===== src/rtl/swdev_pkg.sv =====
// Shared definitions for the switch/button peripheral: register word addresses,
// CTRL bit positions and the debounce FSM state type.
package swdev_pkg;

    localparam logic [1:0] ADDR_CTRL   = 2'd0;
    localparam logic [1:0] ADDR_DATA   = 2'd1;
    localparam logic [1:0] ADDR_STATUS = 2'd2;
    localparam logic [1:0] ADDR_MASK   = 2'd3;

    localparam int CTRL_IE  = 0;
    localparam int CTRL_CLR = 1;

    typedef enum logic {
        IDLE   = 1'b0,
        SETTLE = 1'b1
    } db_state_e;

endpackage


===== src/rtl/swdev_debounce.sv =====
// Input conditioning for the switch peripheral: optional 2-flop synchroniser
// (enabled by defining SWDEV_SYNC_EN), then a debounce FSM that commits a new
// stable value after DB_CYC consecutive equal samples. commit is high during
// the cycle whose rising edge loads the new stable value; changed holds the
// bits that will flip on that edge.
module swdev_debounce
    import swdev_pkg::*;
#(
    parameter int WIDTH  = 32,
    parameter int DB_CYC = 4
) (
    input  logic             clk,
    input  logic             rst,
    input  logic [WIDTH-1:0] in_raw,
    output logic [WIDTH-1:0] stable,
    output logic [WIDTH-1:0] changed,
    output logic             commit
);

    localparam int             CW       = $clog2(DB_CYC + 1);
    localparam logic [CW-1:0]  CNT_LAST = CW'(DB_CYC - 1);

    logic [WIDTH-1:0] s;
    logic [WIDTH-1:0] stable_q;
    logic [WIDTH-1:0] cand_q;
    logic [CW-1:0]    cnt_q;
    db_state_e        state_q;

`ifdef SWDEV_SYNC_EN
    logic [WIDTH-1:0] sync1_q;
    logic [WIDTH-1:0] sync2_q;

    // Two-stage synchroniser for the asynchronous switch lines
    always_ff @(posedge clk or posedge rst) begin
        if (rst) begin
            sync1_q <= '0;
            sync2_q <= '0;
        end else begin
            sync1_q <= in_raw;
            sync2_q <= sync1_q;
        end
    end

    assign s = sync2_q;
`else
    // Lines arrive already synchronised to clk
    assign s = in_raw;
`endif

    // Debounce FSM: track a candidate value and commit it once it has held long enough
    always_ff @(posedge clk or posedge rst) begin
        if (rst) begin
            state_q  <= IDLE;
            cand_q   <= '0;
            stable_q <= '0;
            cnt_q    <= '0;
        end else begin
            case (state_q)
                IDLE: begin
                    if (s != stable_q) begin
                        cand_q  <= s;
                        cnt_q   <= '0;
                        state_q <= SETTLE;
                    end
                end
                SETTLE: begin
                    if (s == stable_q) begin
                        // Input bounced back to the committed value: drop the attempt
                        state_q <= IDLE;
                    end else if (s != cand_q) begin
                        cand_q <= s;
                        cnt_q  <= '0;
                    end else if (cnt_q == CNT_LAST) begin
                        stable_q <= cand_q;
                        state_q  <= IDLE;
                    end else begin
                        cnt_q <= cnt_q + CW'(1);
                    end
                end
                default: state_q <= IDLE;
            endcase
        end
    end

    assign commit  = (state_q == SETTLE) && (s != stable_q) && (s == cand_q) && (cnt_q == CNT_LAST);
    assign changed = cand_q ^ stable_q;
    assign stable  = stable_q;

endmodule


===== src/rtl/switch_irq_dev.sv =====
// Debounced parallel-input peripheral with a maskable change interrupt.
// Registers: 0 CTRL (IE, write-1 CLR), 1 DATA (ro), 2 STATUS (pending, ro),
// 3 MASK (rw). Define SWDEV_SYNC_EN to add a 2-flop input synchroniser.
module switch_irq_dev
    import swdev_pkg::*;
#(
    parameter int WIDTH  = 32,
    parameter int DB_CYC = 4
) (
    input  logic             clk,
    input  logic             rst,
    input  logic [1:0]       addr,
    input  logic             we,
    input  logic [31:0]      din,
    output logic [31:0]      dout,
    input  logic [WIDTH-1:0] in_raw,
    output logic             irq
);

    logic [WIDTH-1:0] stable;
    logic [WIDTH-1:0] changed;
    logic             commit;

    logic             ie_q, ie_d;
    logic             pending_q, pending_d;
    logic [WIDTH-1:0] mask_q, mask_d;
    logic             wr_ctrl, wr_mask;

    swdev_debounce #(
        .WIDTH  (WIDTH),
        .DB_CYC (DB_CYC)
    ) u_debounce (
        .clk     (clk),
        .rst     (rst),
        .in_raw  (in_raw),
        .stable  (stable),
        .changed (changed),
        .commit  (commit)
    );

    assign wr_ctrl = we && (addr == ADDR_CTRL);
    assign wr_mask = we && (addr == ADDR_MASK);

    // Next-state for control, mask and pending; a masked commit beats a same-cycle clear
    always_comb begin
        ie_d      = ie_q;
        mask_d    = mask_q;
        pending_d = pending_q;
        if (wr_ctrl) begin
            ie_d = din[CTRL_IE];
            if (din[CTRL_CLR]) pending_d = 1'b0;
        end
        if (wr_mask) mask_d = din[WIDTH-1:0];
        if (commit && ((changed & mask_q) != '0)) pending_d = 1'b1;
    end

    // Register file state
    always_ff @(posedge clk or posedge rst) begin
        if (rst) begin
            ie_q      <= 1'b0;
            pending_q <= 1'b0;
            mask_q    <= '1;
        end else begin
            ie_q      <= ie_d;
            pending_q <= pending_d;
            mask_q    <= mask_d;
        end
    end

    // Side-effect-free read mux
    always_comb begin
        dout = '0;
        case (addr)
            ADDR_CTRL:   dout[CTRL_IE]      = ie_q;
            ADDR_DATA:   dout[WIDTH-1:0]    = stable;
            ADDR_STATUS: dout[0]            = pending_q;
            ADDR_MASK:   dout[WIDTH-1:0]    = mask_q;
            default:     dout               = '0;
        endcase
    end

    assign irq = pending_q & ie_q;

endmodule

===== config.mk =====
export PLATFORM = sky130hd
export DESIGN_NAME = switch_irq_dev
export DESIGN_NICKNAME = d
export VERILOG_FILES = /design/src/rtl/swdev_pkg.sv /design/src/rtl/swdev_debounce.sv /design/src/rtl/switch_irq_dev.sv
export SDC_FILE = /design/constraint.sdc
export NUM_CORES = 1
export LEC_CHECK = 0
export BUFFER_PORTS_ARGS = -buffer_cell sky130_fd_sc_hd__buf_2
export CORE_ASPECT_RATIO = 1.4
export CORE_MARGIN = 2
export CORE_UTILIZATION = 35
export DETAILED_ROUTE_END_ITERATION = 6
export GPL_ROUTABILITY_DRIVEN = 0
export MAX_ROUTING_LAYER = met4
export PLACE_DENSITY = 0.61
export SYNTH_ARGS = -nofsm -noshare
export SYNTH_HDL_FRONTEND = slang
export SYNTH_SLANG_ARGS = --single-unit
export TNS_END_PERCENT = 10

===== constraint.sdc =====
create_clock -name clk -period 4.2 [get_ports clk]
set_clock_uncertainty 0.15 [all_clocks]
set_input_delay 0.63 -clock clk [delete_from_list [all_inputs] [get_ports clk]]
set_output_delay 0.63 -clock clk [all_outputs]
set_load 0.02 [all_outputs]

[Word level (Yosys, flattened, before mapping)]
Cells that the tools add are included.
Word-level totals
  output and inout bits: 33
  register bits: 102
Cells by class
  reduce and logical (&&, ||, !) cells: 14
  add/subtract/negate cells: 1
  bitwise logic cells: 6
  multiplexer cells: 19
  equal/unequal tests: 12
Operators with widths (number)
  $mux W32: 3
  $eq A32 B32 Y1: 2
  $ne A32 B32 Y1: 2
  $pmux W32 S2: 1
  $pmux W31 S2: 1
  $and A32 B32 Y32: 1
  $reduce_bool A32 Y1: 1
  $xor A32 B32 Y32: 1
  $mux W3: 4
  $mux W1: 7
  $logic_and A1 B1 Y1: 6
  $pmux W3 S2: 1
  $reduce_and A3 Y1: 2
  $eq A2 B2 Y1 const B: 2
  $ne A2 B2 Y1 const B: 2
  $pmux W1 S4: 1
  $reduce_and A4 Y1: 1
  $reduce_bool A2 Y1: 2
  $add A3 B1 Y3 const B: 1
  $eq A3 B2 Y1 const B: 1
  $ne A3 B3 Y1 const B: 1
  $not A1 Y1: 3
  $eq A2 B1 Y1 const B: 1
  $logic_not A2 Y1: 1
  4 further kinds: 4

[Longest topological paths before layout]
Gate-level depths: netlist of the first run.
  word-level depth: 7
  depth in mapped cells: 7

[By module]
Synthesis of the first run repeated with hierarchy kept, for this count alone.
Second synthesis, totals
  cells, all modules: 461
  area, all modules: 5928.2 um^2
By module, submodules not included
  swdev_debounce: area an instance 3752.3 um^2, times used 1, cells an instance 292
  switch_irq_dev: area an instance 2175.8 um^2, times used 1, cells an instance 169

[Worst setup path after synthesis of the first run]
OpenSTA, ideal clock, no wires.
  kind: in2out
  start: input port addr[1]
  end: output port dout[10]
  arrival: 1.815 ns
  slack: 1.605 ns
  stages on the path: 4
  path through: clkbuf_1 clkbuf_1 mux2i_1 nor2b_1
On the way
  cells in the longest elaborated chain, start to end: 2
  elaborated cells between the ends (all ways): 3
  those cells by class: eq/ne (2); mux (1)
Ends and longest elaborated chain
  start: declaration: line switch_irq_dev.sv:12  | input logic [1:0] addr,
  $eq A2 B2 Y1 / $eq A2 B1 Y1 (equally long branches): line switch_irq_dev.sv:73  | case (addr)
  $pmux W31 S2 *: line switch_irq_dev.sv:73
  end: declaration: line switch_irq_dev.sv:15  | output logic [31:0] dout,
Every way passes the cells marked *; elsewhere a longest branch is shown, timed or not.

[Final worst setup path of the first run]
  start: register u_debounce.stable_q[7] (netlist: u_debounce.stable[7])
  end: register u_debounce.cand_q[2]
On the way
  cells in the longest elaborated chain, start to end: 3
  elaborated cells between the ends (all ways): 5
  those cells by class: eq/ne (4); reduce/logical (1)
Ends and longest elaborated chain
  start: declaration: line swdev_debounce.sv:24  | logic [WIDTH-1:0] stable_q;
  start signal: assignment: line swdev_debounce.sv:74  | stable_q <= cand_q;
  $eq A32 B32 Y1 / $ne A32 B32 Y1 (equally long branches): line swdev_debounce.sv:67, swdev_debounce.sv:60
  $ne A2 B2 Y1 (no source line) / $ne A2 B1 Y1 (equally long branches)
  $reduce_and A3 Y1 (no source line) *
  end signal: assignment: line swdev_debounce.sv:61  | cand_q <= s;
  end signal: assignment: line swdev_debounce.sv:71  | cand_q <= s;
  end: declaration: line swdev_debounce.sv:25  | logic [WIDTH-1:0] cand_q;
Marks and branches as above.
A chain may end at the register's enable or synchronous reset.

==> run metrics, run 1 <==
status completed; hold buffer count at CTS 0; Net Sw Power 0.000625 W; total track usage 16.9%; crit path max fanout 28; max-slew violations 0; Setup violations, final 0; crit path to u_debounce.cand_q[2]; Initial Util 35.5%; Worst R2R Path Depth 7; Int Power 0.00182 W; setup slack, reg-to-reg 1300 ps; Die Y 155 um; TritonCTS clock tree done; cell leakage power 3.11 nW; Pwr per Cell Area 362 nW/um2; Crit. End Element register; FF+latch count, synth 102; non-filler instance count after layout 748; Final ANT Viol Nets 0; Via density 4.91; cts repair resizes 0; Reg power frac 48.1%; first-pass GRT wire length 22.0 mm; later-pin clock latency in the skew report 350 ps; worst min path class register to register; crit path DAT 2980 ps; Gate power share 14.7%; synthesized cell area 5700 um2; vias in the first global route 4018; num rows 55; htree depth 3; cells along the critical path xor2_1 > nor4_1 > nand4_1 > nor2_1 > nand2b_1 > buf_4 > mux2_2; Critical Path Start Type register; cts bufs inserted 9; vias 3671; Placed Cells 731; Seq/Total Area, Yosys 45.5%; Max Clock Freq 0.344 GHz; Reg clk slew, reported paths 70 ps; Mapped Nets 511; clock buffer depth 2; TNS Setup 0 ps; Yosys cell types 32; Pre-Repair DR Iteration Count 4; Final HPWL DP 10.5 mm; DRC violations left 0; 1st-iter DRT viols 127; VDD IR-drop max 0.246 mV; Syn Area/Cell 13.0 um2; Die Wd 112 um; Fin. Hold Viols 0; switching portion of total power 25.6%; IO Pins 102; RSZ-0062 raised after global routing no; area of placed instances 6410 um2; Tmin final 2900 ps; Worst Hold Launch u_debounce.cnt_q[0]; post-route cell area 6740 um2; clock power share 37.1%; WL/cell 18.6 um; CP Class register to register; Die Area 17300 um2; worst endpoint required time 4280 ps; slowest stage cell on the critical path dfrtp_1; PortBufs 101; initial antenna violation count 1; Crit. Startpoint u_debounce.stable[7]; largest net degree at the start of global routing 79; postcts setup bufs 0; final period utilization 69.1%; R2R Path Start u_debounce.stable[7]; crit-path max cell delay 430 ps; layout cells sized above 1 47.1%; pre-CTS setup slack 896 ps; clock root cell clkbuf_16; final net count 614; Cells after Synth 440; WL final 13.9 mm; clock sink total 102; Max Cap Violations 0; setup ws final 1300 ps; Yosys warning count 0; Slew headroom 34.8%; core footprint 16000 um2; Worst-Margin Slew 977 ps; Area Overhead vs Synth 18.3%; GRT overflow 0; RR Endpoint u_debounce.cand_q[2]
-- area by class of cell --
cell class / count / area (um2)
multi-input combinational: 318 / 3000
timing repair buffer: 108 / 558
clock inverter: 6 / 85.1
inverter: 4 / 17.5
antenna: 1 / 2.50
sequential: 102 / 2590
tap: 199 / 249
clock buffer: 10 / 239
fill: 1522 / 9290
-- cell families after synthesis --
| family | count (synthesis) | share of synthesized area (%) |
|---|---|---|
| multiplexers | 130 | 27.1 |
| flip-flops | 102 | 45.5 |
| XOR/XNOR | 96 | 14.8 |
| AND/OR/NAND/NOR | 70 | 7.73 |
| AO/OA/AOI/OAI | 20 | 2.59 |
| buffers and inverters | 20 | 1.91 |
| adder cells (fa/ha/maj) | 2 | 0.439 |
-- metal layers --
metal  vias up  GRT usage [%]  routed length, um  share of wire [%]
li1       1762              -                  -                  -
met1      1811           20.3               5780                 42
met2        80           29.0               7310                 52
met3        18           2.73                542                3.9
met4         0           5.82                295                2.1
met5         -              -                  0                  0
-- cell usage after synthesis --
cell | number | area [um2]
nor2_1 | 4 | 15.0
and2_1 | 1 | 6.26
ha_1 | 2 | 25.0
buf_4 | 3 | 22.5
o22ai_1 | 2 | 12.5
mux2_4 | 29 | 435
mux2_2 | 68 | 766
nand2_1 | 2 | 7.51
inv_1 | 4 | 15.0
nand2b_1 | 1 | 6.26
and3_2 | 1 | 7.51
a31oi_1 | 1 | 6.26
xnor2_1 | 29 | 254
nor3_1 | 1 | 5.00
or4_1 | 1 | 7.51
nor4_2 | 1 | 12.5
nand3_1 | 2 | 10.0
buf_6 | 3 | 33.8
nor2b_1 | 31 | 194
mux2i_1 | 32 | 320
dfrtp_1 | 70 | 1750
or3_1 | 1 | 6.26
buf_1 | 1 | 3.75
nand4_1 | 15 | 93.8
dfstp_2 | 32 | 841
nor3b_4 | 1 | 18.8
a22o_1 | 1 | 8.76
nor4_1 | 8 | 50.1
mux4_2 | 1 | 22.5
a22oi_1 | 16 | 120
clkbuf_1 | 9 | 33.8
xor2_1 | 67 | 587
-- flip-flops by register name, summed over array words and instances, names as in the netlist --
register            flops
u_debounce.stable      32
ie_q                    1
u_debounce.cand_q      32
u_debounce.cnt_q        3
pending_q               1
mask_q                 32
u_debounce.state_q      1
-- layout by cell type, fill, tap and decap left out, types with 2 or more instances in the layout --
| cell type | count |
|---|---|
| ha_1 | 2 |
| bufinv_16 | 2 |
| nand3_1 | 2 |
| inv_1 | 3 |
| mux2_4 | 29 |
| dfrtp_1 | 70 |
| xor2_1 | 67 |
| clkinv_2 | 2 |
| nor4_1 | 8 |
| nand4_1 | 15 |
| mux2_2 | 68 |
| dfstp_2 | 32 |
| xnor2_1 | 29 |
| o22ai_1 | 2 |
| buf_2 | 101 |
| nor2_1 | 4 |
| clkbuf_16 | 9 |
| buf_4 | 7 |
| clkinvlp_4 | 2 |
| mux2i_1 | 32 |
| nand2_1 | 2 |
| a22oi_1 | 16 |
| nor2b_1 | 31 |
-- power groups by stage --
stage | registers [W] | logic, W | clock network (W)
after floorplan | 0.00117 | 0.000244 | 0
after global placement | 0.00119 | 0.000361 | 0
after detailed placement | 0.00120 | 0.000367 | 0
after CTS | 0.00118 | 0.000368 | 0.000929
after global routing | 0.00119 | 0.000397 | 0.000968
final | 0.00118 | 0.000360 | 0.000907
-- through the flow --
stage / util (%) / power [W] / hold WS [ps]
4_1_cts: 42.0 / 0.00247 / 335
6_report: 42.0 / 0.00244 / 338
3_5_place_dp: 40.0 / 0.00156 / 327
3_3_place_gp: 40.0 / 0.00155 / 318
2_1_floorplan: - / 0.00141 / 307
5_1_grt: 42.0 / 0.00255 / 352
-- critical path, delay by kind of cell, from the launching register on --
kind	cells	cell delay [ps]
and+or+nand+nor	4	1210
DFF	1	430
buffers and inverters	1	420
muxes	1	400
xor gates and xnor gates	1	180
-- how the worst min path moves through the flow --
stage,slack (ps),depth (start not counted),to
floorplan,310,1,u_debounce.cnt_q[0]
global placement,320,1,u_debounce.cnt_q[0]
detailed placement,330,1,u_debounce.cnt_q[0]
CTS,340,1,u_debounce.cnt_q[0]
global route,350,2,mask_q[8]
finish,340,1,u_debounce.cnt_q[0]
Note: power is estimated with default switching activity, not from simulation.
==> run 2: changes to the inputs <==
--- a/config.mk
+++ b/config.mk
@@ -12,7 +12,7 @@
 export DETAILED_ROUTE_END_ITERATION = 6
 export GPL_ROUTABILITY_DRIVEN = 0
 export MAX_ROUTING_LAYER = met4
-export PLACE_DENSITY = 0.61
+export PLACE_DENSITY = 0.63
 export SYNTH_ARGS = -nofsm -noshare
 export SYNTH_HDL_FRONTEND = slang
 export SYNTH_SLANG_ARGS = --single-unit
==> constraint.sdc (replaced) <==
create_clock -name clk -period 2.5 [get_ports clk]
set_clock_uncertainty 0.15 [all_clocks]
set_input_delay 0.375 -clock clk [delete_from_list [all_inputs] [get_ports clk]]
set_output_delay 0.375 -clock clk [all_outputs]
set_load 0.02 [all_outputs]
==> run metrics, run 2 (synthesized netlist as in run 1, its figures left out) <==
Reg clk slew, reported paths 70 ps (about the same); Slew headroom 61.4% (+27 points); Critical Path Start Type register; cell mode on critical path buf_4; setup slack, reg-to-reg 60 ps (-1240 ps); VDD IR-drop max 0.292 mV (+18%); Pre-Repair DR Iteration Count 4 (unchanged); core footprint 16000 um2 (unchanged); TritonCTS clock tree done; Die Y 155 um (unchanged); Worst R2R Path Depth 10 (+3); clock root cell clkbuf_16; cts bufs inserted 9 (unchanged); 1st-iter DRT viols 143 (+13%); vias 3897 (+6.2%); Critical Path Stages 10 (+3); Initial Util 35.5% (unchanged); CP Class register to register; Via density 4.97 (+1.3%); Int Power 0.00298 W (+64%); Max Cap Violations 0 (unchanged); Gate power share 16.1% (+1.4 points); most frequent cells in the layout buf_2 (101), xor2_1 (67), mux2_2 (66); setup ws final 58.0 ps (-1240 ps); Pwr per Cell Area 568 nW/um2 (+57%); Area Overhead vs Synth 25.6%; DRC violations left 0 (unchanged); Crit path max-delay family simple AND/OR/NAND/NOR gates; clock buffer depth 2 (unchanged); clock sink total 102 (unchanged); Setup violations, final 0 (unchanged); htree depth 3 (unchanged); Final ANT Viol Nets 0 (unchanged); IO Pins 102 (unchanged); worst min path class input pin to async pin; initial antenna violation count 0 (-1); switching portion of total power 26.7% (+1.1 points); RSZ-0062 raised after global routing yes; cell leakage power 3.33 nW (+7.1%); Reg power frac 48.5% (+0.4 points); non-filler instance count after layout 784 (+4.8%); crit-path max cell delay 430 ps (about the same); status completed; total track usage 18.1% (+1.1 points); crit path DAT 2530 ps (-450 ps); Die Area 17300 um2 (unchanged); R2R Path Start u_debounce.stable[17]; final net count 651 (+6.0%); Fin. Hold Viols 0 (unchanged); Buf/Inv on CP 4 (+3); Final Util 44.7% (+2.6 points); Net Sw Power 0.00109 W (+74%); final period utilization 97.7% (+29 points); worst endpoint required time 2590 ps (-1690 ps); final hold slack 17.0 ps (-322 ps); GRT overflow 0 (unchanged); Placed Cells 756 (+3.4%); max-slew violations 0 (unchanged); WL/cell 19.2 um (+3.3%); pre-CTS setup slack -159 ps (-1060 ps); Max Clock Freq 0.410 GHz (+19%); vias in the first global route 4281 (+6.5%); Final HPWL DP 10.8 mm (+2.4%); slowest stage cell on the critical path dfrtp_2; cells along the critical path xor2_1 > nor4_2 > buf_4 > nand4_1 > nor2_2 > buf_6 > nor3b_4 > buf_4 > clkbuf_16 > mux2_4; WL final 15.1 mm (+8.3%); num rows 55 (unchanged); clock power share 35.4% (-1.7 points); later-pin clock latency in the skew report 360 ps (about the same); antenna cells 0 (-1); hold buffer count at CTS 0 (unchanged); first-pass GRT wire length 23.5 mm (+6.7%); commonest non-fill, non-tap cell in the layout buf_2; Worst-Margin Slew 578 ps (-399 ps); RR Endpoint u_debounce.stable[3]; layout cells sized above 1 52.8% (+5.7 points); Crit. End Element register; Tmin final 2440 ps (-461 ps); PortBufs 101 (unchanged); largest net degree at the start of global routing 103 (+30%); crit path max fanout 6 (-79%); Die Wd 112 um (unchanged)
[run 2: cell count changes in the layout (fill, tap and decap cells not counted), sizes merged]
| cell | previous run | this run |
|---|---|---|
| buf | 108 | 143 |
| diode | 1 | 0 |
| inv | 4 | 3 |
| clkbuf | 10 | 14 |
| bufinv | 2 | 1 |
[run 2: final cells by class]
type,instances,area [um2]
Fill cell,1493,8870
Multi-Input combinational cell,318,3060
Sequential cell,102,2600
Timing Repair Buffer,145,936
Tap cell,199,249
Clock buffer,12,246
Clock inverter,4,47.5
Inverter,4,18.8
[run 2: worst reg2reg max path, stage by stage, from the launching register on]
cell,delay [ps]
dfrtp_2,430
xor2_1,160
nor4_2,360
buf_4,170
nand4_1,100
nor2_2,170
buf_6,130
nor3b_4,40
buf_4,160
clkbuf_16,170
mux2_4,300
[run 2: power groups by stage]
| stage | combinational [W] | clock [W] | sequential, W |
|---|---|---|---|
| final | 0.000656 | 0.00144 | 0.00197 |
| after global routing | 0.000716 | 0.00152 | 0.00199 |
| after CTS | 0.000660 | 0.00145 | 0.00198 |
| after detailed placement | 0.000652 | 0 | 0.00200 |
| after global placement | 0.000641 | 0 | 0.00200 |
| after floorplan | 0.000410 | 0 | 0.00196 |
[run 2: metal layers]
| metal | wire length, um | global-route usage, % | part of all wire, % |
|---|---|---|---|
| met1 | 6320 | 21.4 | 42 |
| met2 | 7940 | 31.1 | 53 |
| met3 | 510 | 2.69 | 3.4 |
| met4 | 316 | 6.70 | 2.1 |
| met5 | 0 | - | 0 |
[run 2: repair_timing]
item / 4_1_cts / 5_1_grt
buffers inserted: 2 / 7
gates resized for setup: 9 / 12
pin swaps: 7 / 7
gates cloned: 1 / 2
endpoints found under the setup margin: 53 / 61
[run 2: worst max path at each step]
stage	to	slack [ps]	startpoint
2_1_floorplan	u_debounce.stable[10]	210	u_debounce.cand_q[15]
3_3_place_gp	u_debounce.cand_q[2]	-150	in_raw[2]
3_5_place_dp	u_debounce.cand_q[14]	-160	in_raw[2]
4_1_cts	u_debounce.stable[27]	-20	u_debounce.cand_q[10]
5_1_grt	u_debounce.stable[2]	-30	u_debounce.stable[17]
6_report	u_debounce.stable[3]	60	u_debounce.stable[17]
[run 2: per-stage QoR]
step / area (um2) / power, W / TNS [ps]
after floorplan: 5700 / 0.00237 / 0
after global placement: 6640 / 0.00264 / -6430
after detailed placement: 6640 / 0.00266 / -7340
after CTS: 7020 / 0.00409 / -249
after global routing: 7160 / 0.00423 / -542
final: 7160 / 0.00407 / 0
==> run 3: changes to the inputs <==
--- a/config.mk
+++ b/config.mk
@@ -12,7 +12,8 @@
 export DETAILED_ROUTE_END_ITERATION = 6
 export GPL_ROUTABILITY_DRIVEN = 0
 export MAX_ROUTING_LAYER = met4
-export PLACE_DENSITY = 0.63
+export PLACE_DENSITY = 0.61
+export RECOVER_POWER = 50
 export SYNTH_ARGS = -nofsm -noshare
 export SYNTH_HDL_FRONTEND = slang
 export SYNTH_SLANG_ARGS = --single-unit
==> constraint.sdc (replaced) <==
create_clock -name clk -period 2.85 [get_ports clk]
set_clock_uncertainty 0.15 [all_clocks]
set_input_delay 0.4275 -clock clk [delete_from_list [all_inputs] [get_ports clk]]
set_output_delay 0.4275 -clock clk [all_outputs]
set_load 0.02 [all_outputs]
==> run metrics, run 3 (synthesized netlist as in run 1, its figures left out) <==
status finished with violations; failing checks max-capacitance violations, max-slew violations; Final Util 42.0% (-2.7 points); Int Power 0.00250 W (-16%); Placed Cells 737 (-2.5%); Final ANT Viol Nets 0 (unchanged); Die Wd 112 um (unchanged); met1 usage 20.6% (-0.85 points); CP Class input pin to output pin; DRC violations left 0 (unchanged); VDD IR-drop max 0.258 mV (-12%); clock root cell clkbuf_16; crit-path max cell delay 1110 ps (+680 ps); Pre-Repair DR Iteration Count 5 (+1); Crit. End Element output pin; Net Sw Power 0.000927 W (-15%); Tot Pwr 0.00343 W (-16%); hold buffer count at CTS 0 (unchanged); area of placed instances 6490 um2 (-2.3%); IO Pins 102 (unchanged); later-pin clock latency in the skew report 350 ps (about the same); Worst-Margin Slew 1560 ps (+981 ps); Area Overhead vs Synth 18.1%; cell leakage power 3.13 nW (-6.1%); TritonCTS clock tree done; Setup violations, final 0 (unchanged); Slew headroom -3.99% (-65 points); crit path DAT 2150 ps (-380 ps); clock buffer depth 2 (unchanged); Gate power share 15.8% (-0.3 points); switching portion of total power 27.0% (+0.34 points); Fin. Hold Viols 0 (unchanged); met2 usage 29.5% (-1.6 points); RSZ-0062 raised after global routing no; core footprint 16000 um2 (unchanged); clock sink total 102 (unchanged); antenna cells 0 (unchanged); Die Area 17300 um2 (unchanged); first-pass GRT wire length 22.7 mm (-3.3%); commonest non-fill, non-tap cell in the layout buf_2; initial antenna violation count 0 (unchanged); Initial Util 35.5% (unchanged); Reg power frac 50.6% (+2.1 points); TNS Setup 0 ps (unchanged); htree depth 3 (unchanged); 1st-iter DRT viols 121 (-15%); M3 GR Usage 3.43% (+0.74 points); Crit path max-delay family buffers and inverters; Reg clk slew, reported paths 70 ps (about the same); largest net degree at the start of global routing 46 (-55%); final period utilization 95.6%; WL final 14.4 mm (-4.3%); layout cells sized above 1 46.9% (-5.9 points); vias 3733 (-4.2%); # fillers 1507 (+0.94%); num rows 55 (unchanged); Pwr per Cell Area 509 nW/um2 (-10%); Max Clock Freq 0.367 GHz; cts bufs inserted 9 (unchanged); final net count 620 (-4.8%); Buf/Inv on CP 2 (-2); clock power share 33.6% (-1.8 points); Via density 4.96 (-0.26%); max-slew violations 35 (+35); Critical Path Start Type input pin; most frequent cells in the layout buf_2 (99), dfrtp_1 (70), mux2_2 (68); crit path max fanout 34 (+28); Tmin final 2720 ps; Max Cap Violations 1 (+1); worst min path class input pin to register; total track usage 17.5% (-0.54 points); WL/cell 19.2 um (-0.38%); gr busiest metal met2; vias in the first global route 4150 (-3.1%); PortBufs 101 (unchanged); post-route cell area 6730 um2 (-6.0%); slowest stage cell on the critical path clkbuf_1; GRT overflow 0 (unchanged); worst endpoint required time 2270 ps (-320 ps); Die Y 155 um (unchanged); non-filler instance count after layout 753 (-4.0%); Final HPWL DP 11.1 mm (+2.9%); cells along the critical path clkbuf_1 > mux4_2 > buf_2
-- run 3: cell count changes in the layout (fill, tap and decap cells not counted), moves of 4 or more --
cell and change:
xnor2_1 +4, xnor2_2 -4, buf_4 -26, nor4_2 -4, dfrtp_1 +5, dfrtp_2 -5
-- run 3: per-layer routing --
metal | wire length, um | part of all wire [%] | vias to the layer above
met4 | 505 | 3.5 | 0
met3 | 419 | 2.9 | 29
met2 | 7290 | 50 | 71
li1 | - | - | 1777
met1 | 6220 | 43 | 1856
met5 | 0 | 0 | -
-- run 3: worst reg2reg max path: stages, from the launching register on --
cell,delay [ps]
dfrtp_1,430
xnor2_1,210
nand4_1,220
nor4_4,390
nand4_1,210
nor3b_4,260
buf_4,310
mux2_2,370
-- run 3: what timing repair did --
| action | 4_1_cts | 5_1_grt |
|---|---|---|
| endpoints found under the setup margin | 0 | 2 |
| buffers inserted | 0 | 0 |
| gates resized for setup | 0 | 1 |
-- run 3: area by class of cell --
| class | instances | area [um2] | share of cell area, % |
|---|---|---|---|
| inverter | 4 | 16.3 | 0.242 |
| multi-input combinational | 318 | 3010 | 44.7 |
| clock inverter | 5 | 25.0 | 0.372 |
| sequential | 102 | 2590 | 38.5 |
| timing repair buffer | 114 | 601 | 8.92 |
| clock buffer | 11 | 243 | 3.61 |
| tap | 199 | 249 | 3.70 |
-- run 3: worst paths after layout --
path / startpoint / to / slack (ps) / depth (start not counted)
worst min-delay path: din[20] / mask_q[20] / 150 / 2
worst max-delay path: addr[0] / dout[0] / 130 / 3
worst max register to register: u_debounce.cand_q[1] / u_debounce.stable[30] / 190 / 7
min in group asynchronous: rst / u_debounce.cand_q[17] / 220 / 2
max in group asynchronous: rst / u_debounce.cand_q[30] / 550 / 3
worst min register to register: u_debounce.cnt_q[0] / u_debounce.cnt_q[0] / 360 / 1
-- run 3: through the flow --
stage | setup WS [ps] | hold WS [ps]
after floorplan | 558 | 307
after global placement | 189 | 317
after detailed placement | 43.5 | 355
after CTS | 136 | 62.4
after global routing | 12.0 | 139
final | 127 | 154
-- run 3: power groups by stage --
stage | Clock [W] | Combinational, W | Sequential [W]
6_report | 0.00115 | 0.000542 | 0.00173
2_1_floorplan | 0 | 0.000359 | 0.00172
3_3_place_gp | 0 | 0.000546 | 0.00176
5_1_grt | 0.00124 | 0.000592 | 0.00175
3_5_place_dp | 0 | 0.000554 | 0.00176
4_1_cts | 0.00118 | 0.000557 | 0.00174
